**src/rtl/proc_sequencer_pkg.sv**
```systemverilog
// rtl/proc_sequencer_pkg.sv - shared states, instruction field layout and opcodes for the program sequencer
//
// Purpose: common definitions imported by the sequencer top and its bench.
//   state_t      : sequencer FSM states
//   instr_t      : decoded instruction fields driven to the processor
//   decode_word  : splits a 16-bit program word into instr_t
package proc_sequencer_pkg;

    typedef enum logic [2:0] {
        S_IDLE  = 3'd0,
        S_ISSUE = 3'd1,
        S_WAIT  = 3'd2,
        S_FIN   = 3'd3,
        S_ERR   = 3'd4
    } state_t;

    // Program word layout: {F, Rx, Ry, rsvd[1:0], Data}
    localparam int F_HI    = 15;
    localparam int F_LO    = 14;
    localparam int RX_HI   = 13;
    localparam int RX_LO   = 12;
    localparam int RY_HI   = 11;
    localparam int RY_LO   = 10;
    localparam int DATA_HI = 7;
    localparam int DATA_LO = 0;

    localparam logic [1:0] OP_LOAD = 2'd0;
    localparam logic [1:0] OP_MOVE = 2'd1;
    localparam logic [1:0] OP_ADD  = 2'd2;
    localparam logic [1:0] OP_SUB  = 2'd3;

    typedef struct packed {
        logic [1:0] f;
        logic [1:0] rx;
        logic [1:0] ry;
        logic [7:0] data;
    } instr_t;

    function automatic instr_t decode_word(input logic [15:0] word);
        instr_t ins;
        ins.f    = word[F_HI:F_LO];
        ins.rx   = word[RX_HI:RX_LO];
        ins.ry   = word[RY_HI:RY_LO];
        ins.data = word[DATA_HI:DATA_LO];
        return ins;
    endfunction

endpackage

```
**src/rtl/proc_sequencer_if.sv**
```systemverilog
// rtl/proc_sequencer_if.sv - instruction/Done handshake between sequencer and bus processor
//
// Purpose: bundles the processor instruction interface.
//   w         : one-cycle instruction-valid pulse (master -> slave)
//   f, rx, ry : opcode and register fields      (master -> slave)
//   data      : 8-bit immediate for load         (master -> slave)
//   done      : processor Done                   (slave -> master)
//   bus       : processor BusWires               (slave -> master)
interface proc_sequencer_if;

    logic       w;
    logic [1:0] f;
    logic [1:0] rx;
    logic [1:0] ry;
    logic [7:0] data;
    logic       done;
    logic [7:0] bus;

    modport master (
        output w, f, rx, ry, data,
        input  done, bus
    );

    modport slave (
        input  w, f, rx, ry, data,
        output done, bus
    );

endinterface

```
**src/rtl/proc_seq_mem.sv**
```systemverilog
// rtl/proc_seq_mem.sv - DEPTH x 16 program memory, synchronous write, asynchronous read
//
// Ports:
//   i_clk      : rising-edge clock
//   i_wr_en    : write enable
//   i_wr_addr  : write address
//   i_wr_data  : write word
//   i_rd_addr  : read address
//   o_rd_data  : combinational read of mem[i_rd_addr] (pre-write value on a same-cycle write)
module proc_seq_mem #(
    parameter int DEPTH = 16,
    parameter int AW    = 4
) (
    input  logic          i_clk,
    input  logic          i_wr_en,
    input  logic [AW-1:0] i_wr_addr,
    input  logic [15:0]   i_wr_data,
    input  logic [AW-1:0] i_rd_addr,
    output logic [15:0]   o_rd_data
);

    // Contents are intentionally not reset.
    logic [15:0] r_mem [DEPTH];

    always_ff @(posedge i_clk) begin
        if (i_wr_en) begin
            r_mem[i_wr_addr] <= i_wr_data;
        end
    end

    assign o_rd_data = r_mem[i_rd_addr];

endmodule

```
**src/rtl/proc_sequencer.sv**
```systemverilog
// rtl/proc_sequencer.sv - program sequencer issuing instructions to the bus processor
//
// Ports:
//   i_clk, i_rst  : clock, asynchronous active-high reset
//   i_load_en     : write i_load_word to mem[i_load_addr] (ignored while busy)
//   i_load_addr   : program memory write address
//   i_load_word   : {F, Rx, Ry, rsvd, Data}
//   i_start       : run program from address 0 (ignored while busy)
//   i_length      : instruction count sampled on accepted start, clamped to DEPTH
//   proc          : instruction/Done handshake to the processor (master side)
//   o_busy        : high in ISSUE/WAIT
//   o_finished    : one-cycle pulse when the program completes
//   o_error       : sticky Done-timeout flag, cleared by the next accepted start
//   o_pc          : index of current/next instruction
//   o_last_bus    : processor bus captured on the last accepted Done
module proc_sequencer
    import proc_sequencer_pkg::*;
#(
    parameter int DEPTH   = 16,
    parameter int AW      = 4,
    parameter int TIMEOUT = 8
) (
    input  logic                    i_clk,
    input  logic                    i_rst,
    input  logic                    i_load_en,
    input  logic [AW-1:0]           i_load_addr,
    input  logic [15:0]             i_load_word,
    input  logic                    i_start,
    input  logic [AW:0]             i_length,
    proc_sequencer_if.master        proc,
    output logic                    o_busy,
    output logic                    o_finished,
    output logic                    o_error,
    output logic [AW-1:0]           o_pc,
    output logic [7:0]              o_last_bus
);

    localparam logic [AW:0] LP_DEPTH   = (AW+1)'(DEPTH);
    localparam logic [7:0]  LP_TO_LAST = 8'(TIMEOUT - 1);

    state_t          r_state;
    logic [AW-1:0]   r_pc;
    logic [AW:0]     r_remaining;
    logic [7:0]      r_wait_cnt;
    instr_t          r_instr;
    logic [7:0]      r_last_bus;
    logic            r_error;

    logic            w_busy;
    logic            w_start_ok;
    logic            w_mem_we;
    logic [AW-1:0]   w_rd_addr;
    logic [15:0]     w_rd_word;
    instr_t          w_rd_instr;
    logic [AW:0]     w_len;
    logic            w_unused_rsvd;

    assign w_busy     = (r_state == S_ISSUE) || (r_state == S_WAIT);
    assign w_start_ok = i_start && ((r_state == S_IDLE) || (r_state == S_ERR));
    assign w_mem_we   = i_load_en && !w_busy;

    // Only two fetch points exist: address 0 on start, PC+1 on Done in WAIT.
    assign w_rd_addr  = (r_state == S_WAIT) ? (r_pc + AW'(1)) : '0;
    assign w_len      = (i_length > LP_DEPTH) ? LP_DEPTH : i_length;

    assign w_rd_instr    = decode_word(w_rd_word);
    assign w_unused_rsvd = ^w_rd_word[9:8];

    proc_seq_mem #(
        .DEPTH (DEPTH),
        .AW    (AW)
    ) u_mem (
        .i_clk     (i_clk),
        .i_wr_en   (w_mem_we),
        .i_wr_addr (i_load_addr),
        .i_wr_data (i_load_word),
        .i_rd_addr (w_rd_addr),
        .o_rd_data (w_rd_word)
    );

    always_ff @(posedge i_clk or posedge i_rst) begin
        if (i_rst) begin
            r_state     <= S_IDLE;
            r_pc        <= '0;
            r_remaining <= '0;
            r_wait_cnt  <= '0;
            r_instr     <= '0;
            r_last_bus  <= '0;
            r_error     <= 1'b0;
        end else begin
            case (r_state)
                S_IDLE, S_ERR: begin
                    if (w_start_ok) begin
                        r_pc    <= '0;
                        r_error <= 1'b0;
                        if (w_len == '0) begin
                            r_state <= S_FIN;
                        end else begin
                            r_remaining <= w_len;
                            r_instr     <= w_rd_instr;
                            r_state     <= S_ISSUE;
                        end
                    end
                end
                S_ISSUE: begin
                    r_wait_cnt <= '0;
                    r_state    <= S_WAIT;
                end
                S_WAIT: begin
                    if (proc.done) begin
                        r_last_bus  <= proc.bus;
                        r_remaining <= r_remaining - (AW+1)'(1);
                        if (r_remaining == (AW+1)'(1)) begin
                            r_state <= S_FIN;
                        end else begin
                            r_pc    <= r_pc + AW'(1);
                            r_instr <= w_rd_instr;
                            r_state <= S_ISSUE;
                        end
                    end else if (r_wait_cnt == LP_TO_LAST) begin
                        // This edge completes TIMEOUT Done-less WAIT cycles.
                        r_error <= 1'b1;
                        r_state <= S_ERR;
                    end else begin
                        r_wait_cnt <= r_wait_cnt + 8'd1;
                    end
                end
                S_FIN: begin
                    r_state <= S_IDLE;
                end
                default: begin
                    r_state <= S_IDLE;
                end
            endcase
        end
    end

    // w and busy decode from the state register, so reset drops them at once.
    assign proc.w    = (r_state == S_ISSUE);
    assign proc.f    = r_instr.f;
    assign proc.rx   = r_instr.rx;
    assign proc.ry   = r_instr.ry;
    assign proc.data = r_instr.data;

    assign o_busy     = w_busy;
    assign o_finished = (r_state == S_FIN);
    assign o_error    = r_error;
    assign o_pc       = r_pc;
    assign o_last_bus = r_last_bus;

endmodule

```
**src/flat_wrapper.sv**
```systemverilog
// flat-port wrapper written by rule: the top's interface ports become plain ports
module proc_sequencer_flat import proc_sequencer_pkg::*;
#(
    parameter int DEPTH   = 16,
    parameter int AW      = 4,
    parameter int TIMEOUT = 8
)
  (i_clk, i_rst, i_load_en, i_load_addr, i_load_word, i_start, i_length, o_busy, o_finished, o_error, o_pc, o_last_bus, proc_w, proc_f, proc_rx, proc_ry, proc_data, proc_done, proc_bus);
  proc_sequencer_if proc_i ();
  input  logic i_clk;
  input  logic i_rst;
  input  logic i_load_en;
  input  logic [AW-1:0] i_load_addr;
  input  logic [15:0] i_load_word;
  input  logic i_start;
  input  logic [AW:0] i_length;
  output logic o_busy;
  output logic o_finished;
  output logic o_error;
  output logic [AW-1:0] o_pc;
  output logic [7:0] o_last_bus;
  output wire logic [$bits(proc_i.w)-1:0] proc_w;
  output wire logic [$bits(proc_i.f)-1:0] proc_f;
  output wire logic [$bits(proc_i.rx)-1:0] proc_rx;
  output wire logic [$bits(proc_i.ry)-1:0] proc_ry;
  output wire logic [$bits(proc_i.data)-1:0] proc_data;
  input wire logic [$bits(proc_i.done)-1:0] proc_done;
  input wire logic [$bits(proc_i.bus)-1:0] proc_bus;
  assign proc_w = proc_i.w;
  assign proc_f = proc_i.f;
  assign proc_rx = proc_i.rx;
  assign proc_ry = proc_i.ry;
  assign proc_data = proc_i.data;
  assign proc_i.done = proc_done;
  assign proc_i.bus = proc_bus;
  proc_sequencer #(.DEPTH(DEPTH), .AW(AW), .TIMEOUT(TIMEOUT)) u_core (.i_clk(i_clk), .i_rst(i_rst), .i_load_en(i_load_en), .i_load_addr(i_load_addr), .i_load_word(i_load_word), .i_start(i_start), .i_length(i_length), .proc(proc_i), .o_busy(o_busy), .o_finished(o_finished), .o_error(o_error), .o_pc(o_pc), .o_last_bus(o_last_bus));
endmodule
```
**config.mk**
```make
export PLATFORM = sky130hd
export DESIGN_NAME = proc_sequencer_flat
export DESIGN_NICKNAME = d
export VERILOG_FILES = /design/src/rtl/proc_sequencer_pkg.sv /design/src/rtl/proc_sequencer_if.sv /design/src/rtl/proc_seq_mem.sv /design/src/rtl/proc_sequencer.sv /design/src/flat_wrapper.sv
export SDC_FILE = /design/constraint.sdc
export NUM_CORES = 1
export LEC_CHECK = 0
export ABC_AREA = 1
export CAP_MARGIN = 20
export CORE_MARGIN = 2
export CORE_UTILIZATION = 45
export CTS_BUF_LIST = sky130_fd_sc_hd__clkbuf_16
export CTS_CLUSTER_SIZE = 14
export DETAILED_ROUTE_END_ITERATION = 10
export RECOVER_POWER = 50
export SETUP_SLACK_MARGIN = 0.5
export SLEW_MARGIN = 20
export SYNTH_ARGS = -nofsm -noshare
export SYNTH_HDL_FRONTEND = slang
export SYNTH_SLANG_ARGS = --single-unit
export TNS_END_PERCENT = 20
```
**constraint.sdc**
```tcl
create_clock -name i_clk -period 5.9 [get_ports i_clk]
set_input_delay 1.475 -clock i_clk [delete_from_list [all_inputs] [get_ports i_clk]]
set_output_delay 1.475 -clock i_clk [all_outputs]
set_load 0.02 [all_outputs]
```
==> run summary, run 1 <==
The hold violation count in the final report is 0, and the count of flip-flops with a built-in enable after synthesis is 224. The count of inserted antenna diode cells was 0. The worst hold path terminates at u_core.proc.rx[0]$_DFFE_PP0P_. From left edge to right edge, the die measures 165 um.

Gates resized during post-CTS repair numbered 0. In this run the clock root is driven by a sky130_fd_sc_hd__clkbuf_16. The worst setup path is of the reg -> out kind. The tools report the global-route wire length before repair as 42.1 mm. Along the worst path, the maximum fanout reaches 5. STA classifies the critical path startpoint as a register. The floorplan step defined a die boundary enclosing 27,200 um2.

For the final number of max-transition violations, the log shows 44. The synthesized netlist occupies a cell area of 11,600 um2. The number of library cell types mapped by synthesis was 29. Most used routing layer: met2. Routed length per instance: 18.7 um. The largest clock skew in the final design was 17.3 ps. After synthesis, flip-flops and latches occupy 67.0% of the total area. In this run the number of cells on the critical path is 4. Layout net count: 1,201.

The clock net in this run drives a total of 267 sinks. Clock-pin slew was measured on the worst setup and hold paths at 60 ps. The filler cells instantiated in the layout total 2,223. For the initial antenna violation count, the log shows 0. Share of the cycle needed by the critical path after routing: 65.0%.

During placement, the flow inserted port buffers numbering 65. The core area is 25,300 um2, and the via-per-instance ratio is 5.31. At the end of routability-driven placement, the weighted congestion stood at 0.804. For this run, the leading register cell type out of synthesis is sky130_fd_sc_hd__edfxtp_1.

The tools report the critical register-to-register path endpoint as u_core.proc.data[3]$_DFFE_PP0P_. Type of the tightest min-delay check: reg -> reg. The power density over the cells works out to 399 nW/um2. In this run the most critical hold path is launched from u_core.proc.rx[0]$_DFFE_PP0P_.

The maximum buffer depth of the clock tree was 3. The post-synthesis to final-layout area growth was 15.8%; the total I/O pin count was 68. Setup repair after global routing left no endpoint under its margin. The logs give 0 for the number of buffers inserted by hold repair at cts and 0 for the total of warnings raised by yosys.

Before antenna repair, the detailed router went through 5 iterations. The peak per-stage delay on the critical path was 610 ps; the number of setup violations in the final report was 0. In this run the critical register-to-register path is launched from u_core.r_state[1]$_DFFE_PP0P_. The number of max-cap violations was 1; the transition time at the pin with the least slew margin was 1630 ps. The number of clock buffers added by TritonCTS is 28.

The detail route stage leaves a number of antenna-violating nets equal to 0. The worst pin sits at a relative slew slack of -8.50%. The tools report the HPWL after detailed placement as 16.8 mm. The number of register bits inferred by synthesis works out to 267. The worst setup slack for register-to-register paths is 2690 ps, and the shortest clock period the worst path allows after layout is 3830 ps. Source-to-sink clock delay at the later pin of the worst-skew pair: 540 ps. Walking the worst path, the cells encountered are nor3_1 > inv_1 > nand2_1 > clkdlybuf4s50_1. The run finished, with violations left. For this design, the slowest cell found on the critical path is sky130_fd_sc_hd__clkdlybuf4s50_1. The setup TNS after final layout was 0 ps; the worst reg-to-reg path cell count was 12. After floorplanning, the core was divided into 58 placement rows. The total grt overflow is 0. The final reports fail on capacitance limit, slew limit. At the worst endpoint, the required time is 4430 ps. After layout, the design draws a total of 5380 uW. Met2 usage: 32.4%. The H-tree level count is 1, and the DRC violations left is 0. The tools report the pin count of the biggest net entering global routing as 65. Global routing used 20.8% of the available tracks. Final routed wirelength across all metal layers: 28.2 mm.

TritonCTS built the clock tree. Family with the most delay on the worst path: buffers and inverters. In this run, the number of DRC markers left after iteration 0 of detailed routing was 917. The floorplan die height came out at 165 um. Static timing analysis puts the maximum clock frequency at 261 MHz. In the final layout, the share of cells above drive strength 1 is 12.0%. Across the VDD grid, the largest voltage drop is 0.000329 V.

A synthesized cell averages 10.7 um2. For this run, asynchronously set or reset flops after synthesis account for 16.1%. The run gives 31.0% as the met1 track utilization from global routing. Global routing used 3.34% of the available met3 tracks. The via count is 8,008. Once the floorplan was initialized, standard cells occupied 46.1% of the core. The number of nets handed over by synthesis was 1,134.

The logs give 0.00551 uW for the leakage power and 1,092 for the number of instances in the synthesized netlist. The worst hold path passes through 2 cells. STA classifies the critical path endpoint as an output port.

The number of global-route vias before repair was 7,275. Once the clock tree was built, the setup fixing pass inserted 0 buffers. Together, buffers and inverters on the worst path number 2.

For the critical path arrival, the log shows 2360 ps.
[through the flow]
stage,cells,cell area (um2),hold WS [ps],setup slack (ps),utilization (%)
floorplan,1092,11600,453,3020,-
global placement,1459,12700,463,2520,50.2
detailed placement,1459,12700,470,2510,50.2
CTS,1508,13500,488,2040,53.5
global route,1508,13500,501,1930,53.4
finish,1508,13500,482,2070,53.4
[cell usage after synthesis (4+ instances only)]
cell | n | area share (%)
sky130_fd_sc_hd__or2_2 | 56 | 3.0
sky130_fd_sc_hd__inv_1 | 79 | 2.5
sky130_fd_sc_hd__inv_2 | 10 | 0.32
sky130_fd_sc_hd__dfrtp_1 | 43 | 9.2
sky130_fd_sc_hd__nor3_1 | 4 | 0.17
sky130_fd_sc_hd__nand2_1 | 327 | 11
sky130_fd_sc_hd__xor2_1 | 5 | 0.38
sky130_fd_sc_hd__nand4_1 | 44 | 2.4
sky130_fd_sc_hd__xnor2_1 | 4 | 0.30
sky130_fd_sc_hd__ha_1 | 4 | 0.43
sky130_fd_sc_hd__edfxtp_1 | 224 | 58
sky130_fd_sc_hd__o21ai_0 | 15 | 0.64
sky130_fd_sc_hd__buf_2 | 24 | 1.0
sky130_fd_sc_hd__o21ai_1 | 6 | 0.26
sky130_fd_sc_hd__clkbuf_1 | 24 | 0.77
sky130_fd_sc_hd__nor2_1 | 37 | 1.2
sky130_fd_sc_hd__nand3_1 | 161 | 6.9
sky130_fd_sc_hd__mux2_2 | 8 | 0.77
[worst register-to-register path, delay by kind of cell, from the launching register on]
family                 cells  cell delay [ps]
and+or+nand+nor            9             1610
buffers and inverters      3             1100
DFF                        1              440
[layout make-up]
type                    count  area, um2  area share [%]
flip-flops and latches    267       7800            57.9
multi-input cells         682       3260            24.2
repair buffers             91        846            6.27
clock buffers              29        726            5.38
well taps                 330        413            3.06
inverters                  89        334            2.48
clock inverters            20        105           0.780
[worst max path at each step]
stage / from / endpoint / slack, ps
floorplan: u_core.r_state[1]$_DFFE_PP0P_ / o_busy / 3020
global placement: i_load_en / u_core.u_mem.r_mem[12][7]$_DFFE_PP_ / 2520
detailed placement: i_load_en / u_core.u_mem.r_mem[5][13]$_DFFE_PP_ / 2510
CTS: u_core.r_state[1]$_DFFE_PP0P_ / o_busy / 2040
global route: u_core.r_state[2]$_DFFE_PP0P_ / o_busy / 1930
finish: u_core.r_state[2]$_DFFE_PP0P_ / o_busy / 2070
[logic make-up after synthesis]
kind of cell / Yosys count / synth area share [%]
simple gates: 637 / 24.9
flops: 267 / 67.0
buf+inv: 143 / 4.97
compound gates: 24 / 1.19
xor+xnor: 9 / 0.677
mux: 8 / 0.774
fa+ha+maj: 4 / 0.430
[flip-flops by register name, indices dropped and copies added (netlist names)]
| register | cells |
|---|---|
| u_core.o_last_bus | 8 |
| u_core.proc.data | 8 |
| u_core.o_error | 1 |
| u_core.proc.ry | 2 |
| u_core.r_remaining | 5 |
| u_core.proc.rx | 2 |
| u_core.u_mem.r_mem | 224 |
| u_core.o_pc | 4 |
| u_core.r_wait_cnt | 8 |
| u_core.r_state | 3 |
| u_core.proc.f | 2 |
[layer usage]
| layer | wire length [um] | vias up |
|---|---|---|
| met2 | 12700 | 280 |
| met3 | 2060 | 35 |
| met4 | 480 | 0 |
| met1 | 13000 | 3863 |
| li1 | - | 3830 |
| met5 | 0 | - |
[cell usage in the layout (no fill, tap or decap)]
cell                              instances
sky130_fd_sc_hd__nand2_1                326
sky130_fd_sc_hd__edfxtp_1               224
sky130_fd_sc_hd__nand3_1                161
sky130_fd_sc_hd__inv_1                   90
sky130_fd_sc_hd__or2_2                   56
sky130_fd_sc_hd__clkdlybuf4s50_1         48
sky130_fd_sc_hd__nand4_1                 44
sky130_fd_sc_hd__dfrtp_1                 43
sky130_fd_sc_hd__nor2_1                  36
sky130_fd_sc_hd__clkbuf_16               29
sky130_fd_sc_hd__buf_4                   26
sky130_fd_sc_hd__o21ai_0                 17
sky130_fd_sc_hd__dlygate4sd3_1           17
sky130_fd_sc_hd__inv_2                   10
sky130_fd_sc_hd__mux2_2                   8
sky130_fd_sc_hd__xor2_1                   5
sky130_fd_sc_hd__clkinv_1                 5
sky130_fd_sc_hd__nor3_1                   4
sky130_fd_sc_hd__xnor2_1                  4
sky130_fd_sc_hd__o21ai_1                  4
sky130_fd_sc_hd__ha_1                     4
sky130_fd_sc_hd__nor2_4                   3
sky130_fd_sc_hd__clkinv_2                 3
sky130_fd_sc_hd__nor4_1                   2
sky130_fd_sc_hd__nor2_2                   2
sky130_fd_sc_hd__o211ai_1                 2
sky130_fd_sc_hd__nand3b_4                 1
sky130_fd_sc_hd__a21oi_1                  1
sky130_fd_sc_hd__nand3_4                  1
sky130_fd_sc_hd__nand2_2                  1
sky130_fd_sc_hd__bufinv_16                1
[report_power, final]
part	internal, uW	switching (uW)	leakage [uW]	total (uW)
Combinational	518	988	0.00249	1510
Clock	918	685	0.000449	1600
Sequential	2200	72.6	0.00257	2270
Total	3630	1750	0.00551	5380
(Power assumes the default switching activity.)
==> run 2: changes to the inputs <==
==> constraint.sdc (replaced) <==
create_clock -name i_clk -period 3.88 [get_ports i_clk]
set_input_delay 0.97 -clock i_clk [delete_from_list [all_inputs] [get_ports i_clk]]
set_output_delay 0.97 -clock i_clk [all_outputs]
set_load 0.02 [all_outputs]
==> run summary, run 2 (synthesized netlist as in run 1, its figures left out) <==
The flow ran to the end, but the final reports show violations. The checks that failed: capacitance limit, slew limit. The via-per-instance ratio was 5.22 (-1.6%).

The run gives 68 (unchanged) as the total I/O pin count. Number of rows created at floorplan: 58 (unchanged). The number of global-route vias before repair was 7,603 (+4.5%); the iteration-0 DRC count of the detailed router was 846 (-7.7%).

The logs give 0 (unchanged) for the hold violation count in the final report and 0.000426 V (+29%) for the largest voltage drop on the vdd net. The total number of clock tree sinks is 267 (unchanged), and the worst setup slack for register-to-register paths is 680 ps (-2010 ps). The startpoint kind of the worst setup timing path was a register.

Leaving out fill and tap cells, the most frequent cell in the layout is sky130_fd_sc_hd__nand2_1. The tools report the worst path required time as 2910 ps (-1520 ps). Launch point of the worst reg-to-reg path: u_core.r_state[2]$_DFFE_PP0P_. For the number of max-cap violations, the log shows 2 (+1).

The critical register-to-register path endpoint was u_core.proc.data[2]$_DFFE_PP0P_. After layout, the worst path uses 84.1% of the clock period. The worst slack at placement came out at 1020 ps (-1490 ps).

The number of buffers added on ports works out to 65 (unchanged). Walking the worst path, the cells encountered are nand3b_1 > nand2_1 > clkdlybuf4s50_1. Placer's final routability congestion estimate: 0.798 (-0.73%). Setup repair after global routing left no endpoint under its margin. TritonCTS built the clock tree. For the finished layout, the period the worst path requires is 3260 ps. The number of setup violations in the final report is 0 (unchanged), and the power density over the cells is 606 nW/um2 (+52%). The relative slew slack was -9.27% (-0.77 points). The peak per-stage delay on the critical path works out to 620 ps (about the same). For the setup TNS after final layout, the log shows 0 ps (unchanged).

The final number of max-transition violations was 74 (+68%); the worst reg-to-reg path cell count was 8 (-4). The pin count of the biggest net entering global routing is 73 (+12%), and the post-synthesis to final-layout area growth is 16.5%. The logs give 1,207 (+0.50%) for the layout net count and 27,200 um2 (unchanged) for the total die area. The count of inserted antenna diode cells was 0 (unchanged); the floorplan die height was 165 um (unchanged). The critical path starts at u_core.r_state[2]$_DFFE_PP0P_. The maximum buffer depth of the clock tree is 3 (unchanged), and the transition time at the pin with the least slew margin is 1640 ps (+11.5 ps). The number of buffers created by CTS is 28 (unchanged). The most flop-heavy register is u_core.u_mem.r_mem. The logs give 0 (unchanged) for the number of buffers inserted by hold repair at cts and 306 MHz for the timing-limited maximum frequency.

The logs give 1 (unchanged) for the H-tree level count and 43.3 mm (+2.8%) for the global-route wire length before repair. The logs give 0 (unchanged) for the DRC violations left and 483 ps (+1.17 ps) for the smallest hold slack. In this run the worst setup path terminates at o_busy. The power after layout was 8220 uW (+53%).

The biggest fanout along the worst timing path came out at 9 (+4). The worst setup path is captured at an output port. The routed length per instance is 18.5 um (-1.1%). The library cells used most frequently in the layout, excluding fill and tap cells, are sky130_fd_sc_hd__nand2_1, sky130_fd_sc_hd__edfxtp_1, sky130_fd_sc_hd__nand3_1.

The overall track demand over capacity in global routing came out at 21.3% (+0.46 points). The die width works out to 165 um (unchanged). The critical path arrival came out at 2290 ps (-70 ps).

The cell sitting at the root of the clock tree is a sky130_fd_sc_hd__clkbuf_16. The via count was 7,925 (-1.0%); the clock transition at the registers of the reported paths was 60 ps (about the same). For this design, the slowest cell found on the critical path is sky130_fd_sc_hd__clkdlybuf4s50_1.

The number of flip-flops in the largest register was 224 (unchanged); the final routed wirelength across all metal layers was 28.0 mm (-0.47%). By startpoint and endpoint, the worst setup path is classified as reg -> out. Smallest setup slack after layout: 617 ps (-1450 ps). The run gives 0.00556 uW (+0.78%) as the leakage power. Total grt overflow: 0 (unchanged). Initial antenna violation count: 0 (unchanged). The starting utilization of the core area came out at 46.1% (unchanged).

The final core area utilization was 53.7% (+0.31 points). The run gives 19.2 ps (+1.86 ps) as the largest clock skew in the final design. The source-to-sink clock delay at the later pin of the worst-skew pair is 550 ps (about the same), and the number of optimization iterations in the first detailed-route pass is 5 (unchanged). The worst hold path belongs to the class reg -> reg.

The core area is 25,300 um2 (unchanged), and the layout cell share with drive strength beyond 1 is 12.6% (+0.58 points). The tools report the remaining antenna violation count as 0 (unchanged). The HPWL after detailed placement is 17.1 mm (+1.9%).
## run 2: critical path, delay by kind of cell (launching register included)
kind                   cells  cell delay (ps)
DFF                        1              450
buffers and inverters      1              620
and+or+nand+nor            2              680
## run 2: power by group
part,total [uW],internal (uW),switching (uW)
Sequential,3460,3340,123
Combinational,2310,797,1520
Clock,2440,1370,1070
Total,8220,5510,2710
## run 2: what timing repair did
item,4_1_cts,5_1_grt
endpoints found under the setup margin,0,1
setup buffers,0,0
gates resized for setup,0,1
## run 2: worst min-delay path by stage
| stage | start | end | slack (ps) | cells after the start |
|---|---|---|---|---|
| floorplan | u_core.r_remaining[4]$_DFFE_PP0P_ | u_core.r_remaining[4]$_DFFE_PP0P_ | 450 | 2 |
| global placement | u_core.proc.data[2]$_DFFE_PP0P_ | u_core.proc.data[2]$_DFFE_PP0P_ | 460 | 2 |
| detailed placement | u_core.proc.f[0]$_DFFE_PP0P_ | u_core.proc.f[0]$_DFFE_PP0P_ | 470 | 2 |
| CTS | u_core.proc.f[0]$_DFFE_PP0P_ | u_core.proc.f[0]$_DFFE_PP0P_ | 480 | 2 |
| global route | u_core.proc.data[1]$_DFFE_PP0P_ | u_core.proc.data[1]$_DFFE_PP0P_ | 500 | 2 |
| finish | u_core.proc.data[1]$_DFFE_PP0P_ | u_core.proc.data[1]$_DFFE_PP0P_ | 480 | 2 |
## run 2: layer usage
| layer | GRT usage, % | share of wire, % |
|---|---|---|
| met2 | 33.9 | 45 |
| met1 | 30.8 | 45 |
| met4 | 5.18 | 1.9 |
| met5 | 0 | 0 |
| met3 | 3.29 | 7.8 |
## run 2: stage by stage
step | instance area [um2] | instances
after CTS | 13600 | 1517
after floorplan | 11600 | 1092
after global placement | 12700 | 1465
after detailed placement | 12700 | 1465
final | 13600 | 1517
after global routing | 13600 | 1517
## run 2: layout make-up
class | count | area, um2
flip-flops and latches | 267 | 7800
clock buffers | 28 | 701
inverters | 89 | 334
fillers | 2212 | 11700
repair buffers | 97 | 908
clock inverters | 24 | 139
multi-input cells | 682 | 3260
well taps | 330 | 413
==> run 3: changes to the inputs <==
==> constraint.sdc (replaced) <==
create_clock -name i_clk -period 3.39 [get_ports i_clk]
set_input_delay 0.8475 -clock i_clk [delete_from_list [all_inputs] [get_ports i_clk]]
set_output_delay 0.8475 -clock i_clk [all_outputs]
set_load 0.02 [all_outputs]
==> run summary, run 3 (synthesized netlist as in run 1, its figures left out) <==
The remaining antenna violation count is 0 (unchanged). Setup repair after global routing could not meet its margin everywhere. The worst setup path is captured at a register. The area of the multi-input gates is 3270 um2 (+0.19%), and the final core area utilization is 54.0% (+0.26 points). The floorplan die height is 165 um (unchanged), and the smallest setup slack after layout is 542 ps (-75.4 ps).

The number of buffers added on ports works out to 65 (unchanged). Maximum buffer depth of the clock tree: 3 (unchanged). The register cell area after layout was 7800 um2 (unchanged).

For the global-route wire length before repair, the log shows 42.4 mm (-2.1%). The kind of cell with the highest combined delay along the critical path is buffers and inverters. H-tree level count: 1 (unchanged).

The logs give 3860 ps (+950 ps) for the worst path required time and 1,467 (+0.14%) for the cell total after placement. The number of optimization iterations in the first detailed-route pass was 6 (+1); the final routed wirelength across all metal layers was 27.9 mm (-0.62%). Type of the tightest min-delay check: reg -> reg. The number of setup violations in the final report is 0 (unchanged), and the total die area is 27,200 um2 (unchanged).

Walking the worst path, the cells encountered are inv_2 > buf_4 > nand3_4 > clkbuf_2 > nand2_1 > nand2_1 > nand2_1 > nand3_1 > nand3_1 > nand3_1 > nand2_1. The power density over the cells was 696 nW/um2 (+15%). The worst path in the final design needs a cycle of 2850 ps, including I/O delays and setup. The via-per-instance ratio is 5.24 (+0.37%).

The routed length per instance was 18.4 um (-0.62%). Share of the cycle needed by the critical path after routing: 84.0%. The critical path is of the reg -> reg type. The post-synthesis to final-layout area growth is 17.1%. The clock transition at the registers of the reported paths works out to 60 ps (about the same). The final reports fail on capacitance limit, slew limit. The tools report the leakage power as 0.00558 uW (+0.50%). The worst slack at placement is 664 ps (-351 ps), and the total grt overflow is 0 (unchanged). The layout cell share with drive strength beyond 1 works out to 12.8% (+0.25 points). The transition time at the pin with the least slew margin is 1600 ps (-35.6 ps), and the source-to-sink clock delay at the later pin of the worst-skew pair is 540 ps (about the same). The tools report the non-filler instance count after layout as 1,517 (unchanged). The largest individual stage delay along the critical path comes from the cell sky130_fd_sc_hd__clkbuf_2.

The layout net count was 1,211 (+0.33%). The top cell types in the final layout, fill and taps aside, are sky130_fd_sc_hd__nand2_1, sky130_fd_sc_hd__edfxtp_1, sky130_fd_sc_hd__nand3_1. For the relative slew slack, the log shows -6.89% (+2.4 points). For the number of rows created at floorplan, the log shows 58 (unchanged). The critical path arrival was 3320 ps (+1030 ps). The number of max-cap violations is 1 (-1), and the DRC violations left is 0 (unchanged). Pin count of the biggest net entering global routing: 62 (-15%).

The count of buffering cells on the critical path with inverters included was 3 (+2); the initial antenna violation count was 0 (unchanged). The placer's final routability congestion estimate came out at 0.855 (+7.2%). The tools report the total I/O pin count as 68 (unchanged).

The number of flip-flops in the largest register works out to 224 (unchanged). The run gives 46.1% (unchanged) as the starting utilization of the core area. The smallest hold slack came out at 488 ps (+4.74 ps). The clock tree root driver cell was sky130_fd_sc_hd__clkbuf_16. Number of buffers created by CTS: 29 (+3.6%). For this run, the top clock speed supported by timing is 351 MHz. The biggest fanout along the worst timing path is 57 (+48), and the peak per-stage delay on the critical path is 690 ps (+70 ps).

The most numerous cell type found on the critical path is sky130_fd_sc_hd__nand2_1. The number of global-route vias before repair was 7,446 (-2.1%); the total number of clock tree sinks was 267 (unchanged). The final number of max-transition violations came out at 44 (-41%). The startpoint kind of the worst setup timing path is a register. The core area is 25,300 um2 (unchanged). Die width: 165 um (unchanged). The hold violation count in the final report was 0 (unchanged); the setup TNS after final layout was 0 ps (unchanged). The largest voltage drop on the vdd net came out at 0.000501 V (+18%).

The tools report the overall track demand over capacity in global routing as 20.9% (-0.36 points). The most flop-heavy register is u_core.u_mem.r_mem. TritonCTS built the clock tree.

HPWL after detailed placement: 17.0 mm (-0.69%). The fill cell total of the finished layout was 2,237 (+1.1%). The count of inserted antenna diode cells was 0 (unchanged); the via count was 7,954 (+0.37%). Leaving out fill and tap cells, the most frequent cell in the layout is sky130_fd_sc_hd__nand2_1. The run finished, with violations left. The largest clock skew in the final design was 7.35 ps (-11.8 ps).

Iteration-0 DRC count of the detailed router: 955 (+13%).
-- run 3: per-stage QoR --
step	cell area [um2]	total power [uW]
2_1_floorplan	11600	5720
3_3_place_gp	12800	6630
3_5_place_dp	12800	6670
4_1_cts	13600	9580
5_1_grt	13600	9990
6_report	13600	9480
-- run 3: layout make-up --
class / instances / share of cell area (%)
well taps: 330 / 3.03
clock buffers: 29 / 5.33
multi-input cells: 682 / 24.0
repair buffers: 100 / 6.91
flip-flops and latches: 267 / 57.3
clock inverters: 20 / 1.03
inverters: 89 / 2.45
-- run 3: metal layers --
| metal | GRT usage (%) | share of wire, % |
|---|---|---|
| met2 | 33.3 | 45 |
| met4 | 5.81 | 2.5 |
| met1 | 29.7 | 45 |
| met3 | 3.69 | 7.4 |
| met5 | 0 | 0 |
-- run 3: worst paths after layout --
kind | depth (start not counted) | endpoint | slack (ps) | start
min in group asynchronous | 2 | u_core.o_last_bus[2]$_DFFE_PP0P_ | 1250 | i_rst
max in group asynchronous | 2 | u_core.proc.ry[1]$_DFFE_PP0P_ | 1200 | i_rst
hold / removal | 2 | u_core.proc.data[0]$_DFFE_PP0P_ | 490 | u_core.proc.data[0]$_DFFE_PP0P_
setup reg to reg | 11 | u_core.proc.data[0]$_DFFE_PP0P_ | 540 | u_core.r_state[0]$_DFFE_PP0P_
setup / recovery | 11 | u_core.proc.data[0]$_DFFE_PP0P_ | 540 | u_core.r_state[0]$_DFFE_PP0P_
hold reg to reg | 2 | u_core.proc.data[0]$_DFFE_PP0P_ | 490 | u_core.proc.data[0]$_DFFE_PP0P_
-- run 3: what timing repair did --
item	CTS	global route
endpoints found under the setup margin	3	2
gates resized for setup	3	1
setup buffers	1	0
hold buffers	0	0
-- run 3: where the power goes --
| group | switching, uW | internal (uW) |
|---|---|---|
| Combinational | 1730 | 920 |
| Sequential | 132 | 3820 |
| Clock | 1200 | 1680 |
-- run 3: worst register-to-register path, cell delays in order (launching register included) --
cell	delay, ps
sky130_fd_sc_hd__dfrtp_1	390
sky130_fd_sc_hd__inv_2	110
sky130_fd_sc_hd__buf_4	500
sky130_fd_sc_hd__nand3_4	120
sky130_fd_sc_hd__clkbuf_2	690
sky130_fd_sc_hd__nand2_1	300
sky130_fd_sc_hd__nand2_1	70
sky130_fd_sc_hd__nand2_1	60
sky130_fd_sc_hd__nand3_1	160
sky130_fd_sc_hd__nand3_1	130
sky130_fd_sc_hd__nand3_1	160
sky130_fd_sc_hd__nand2_1	100
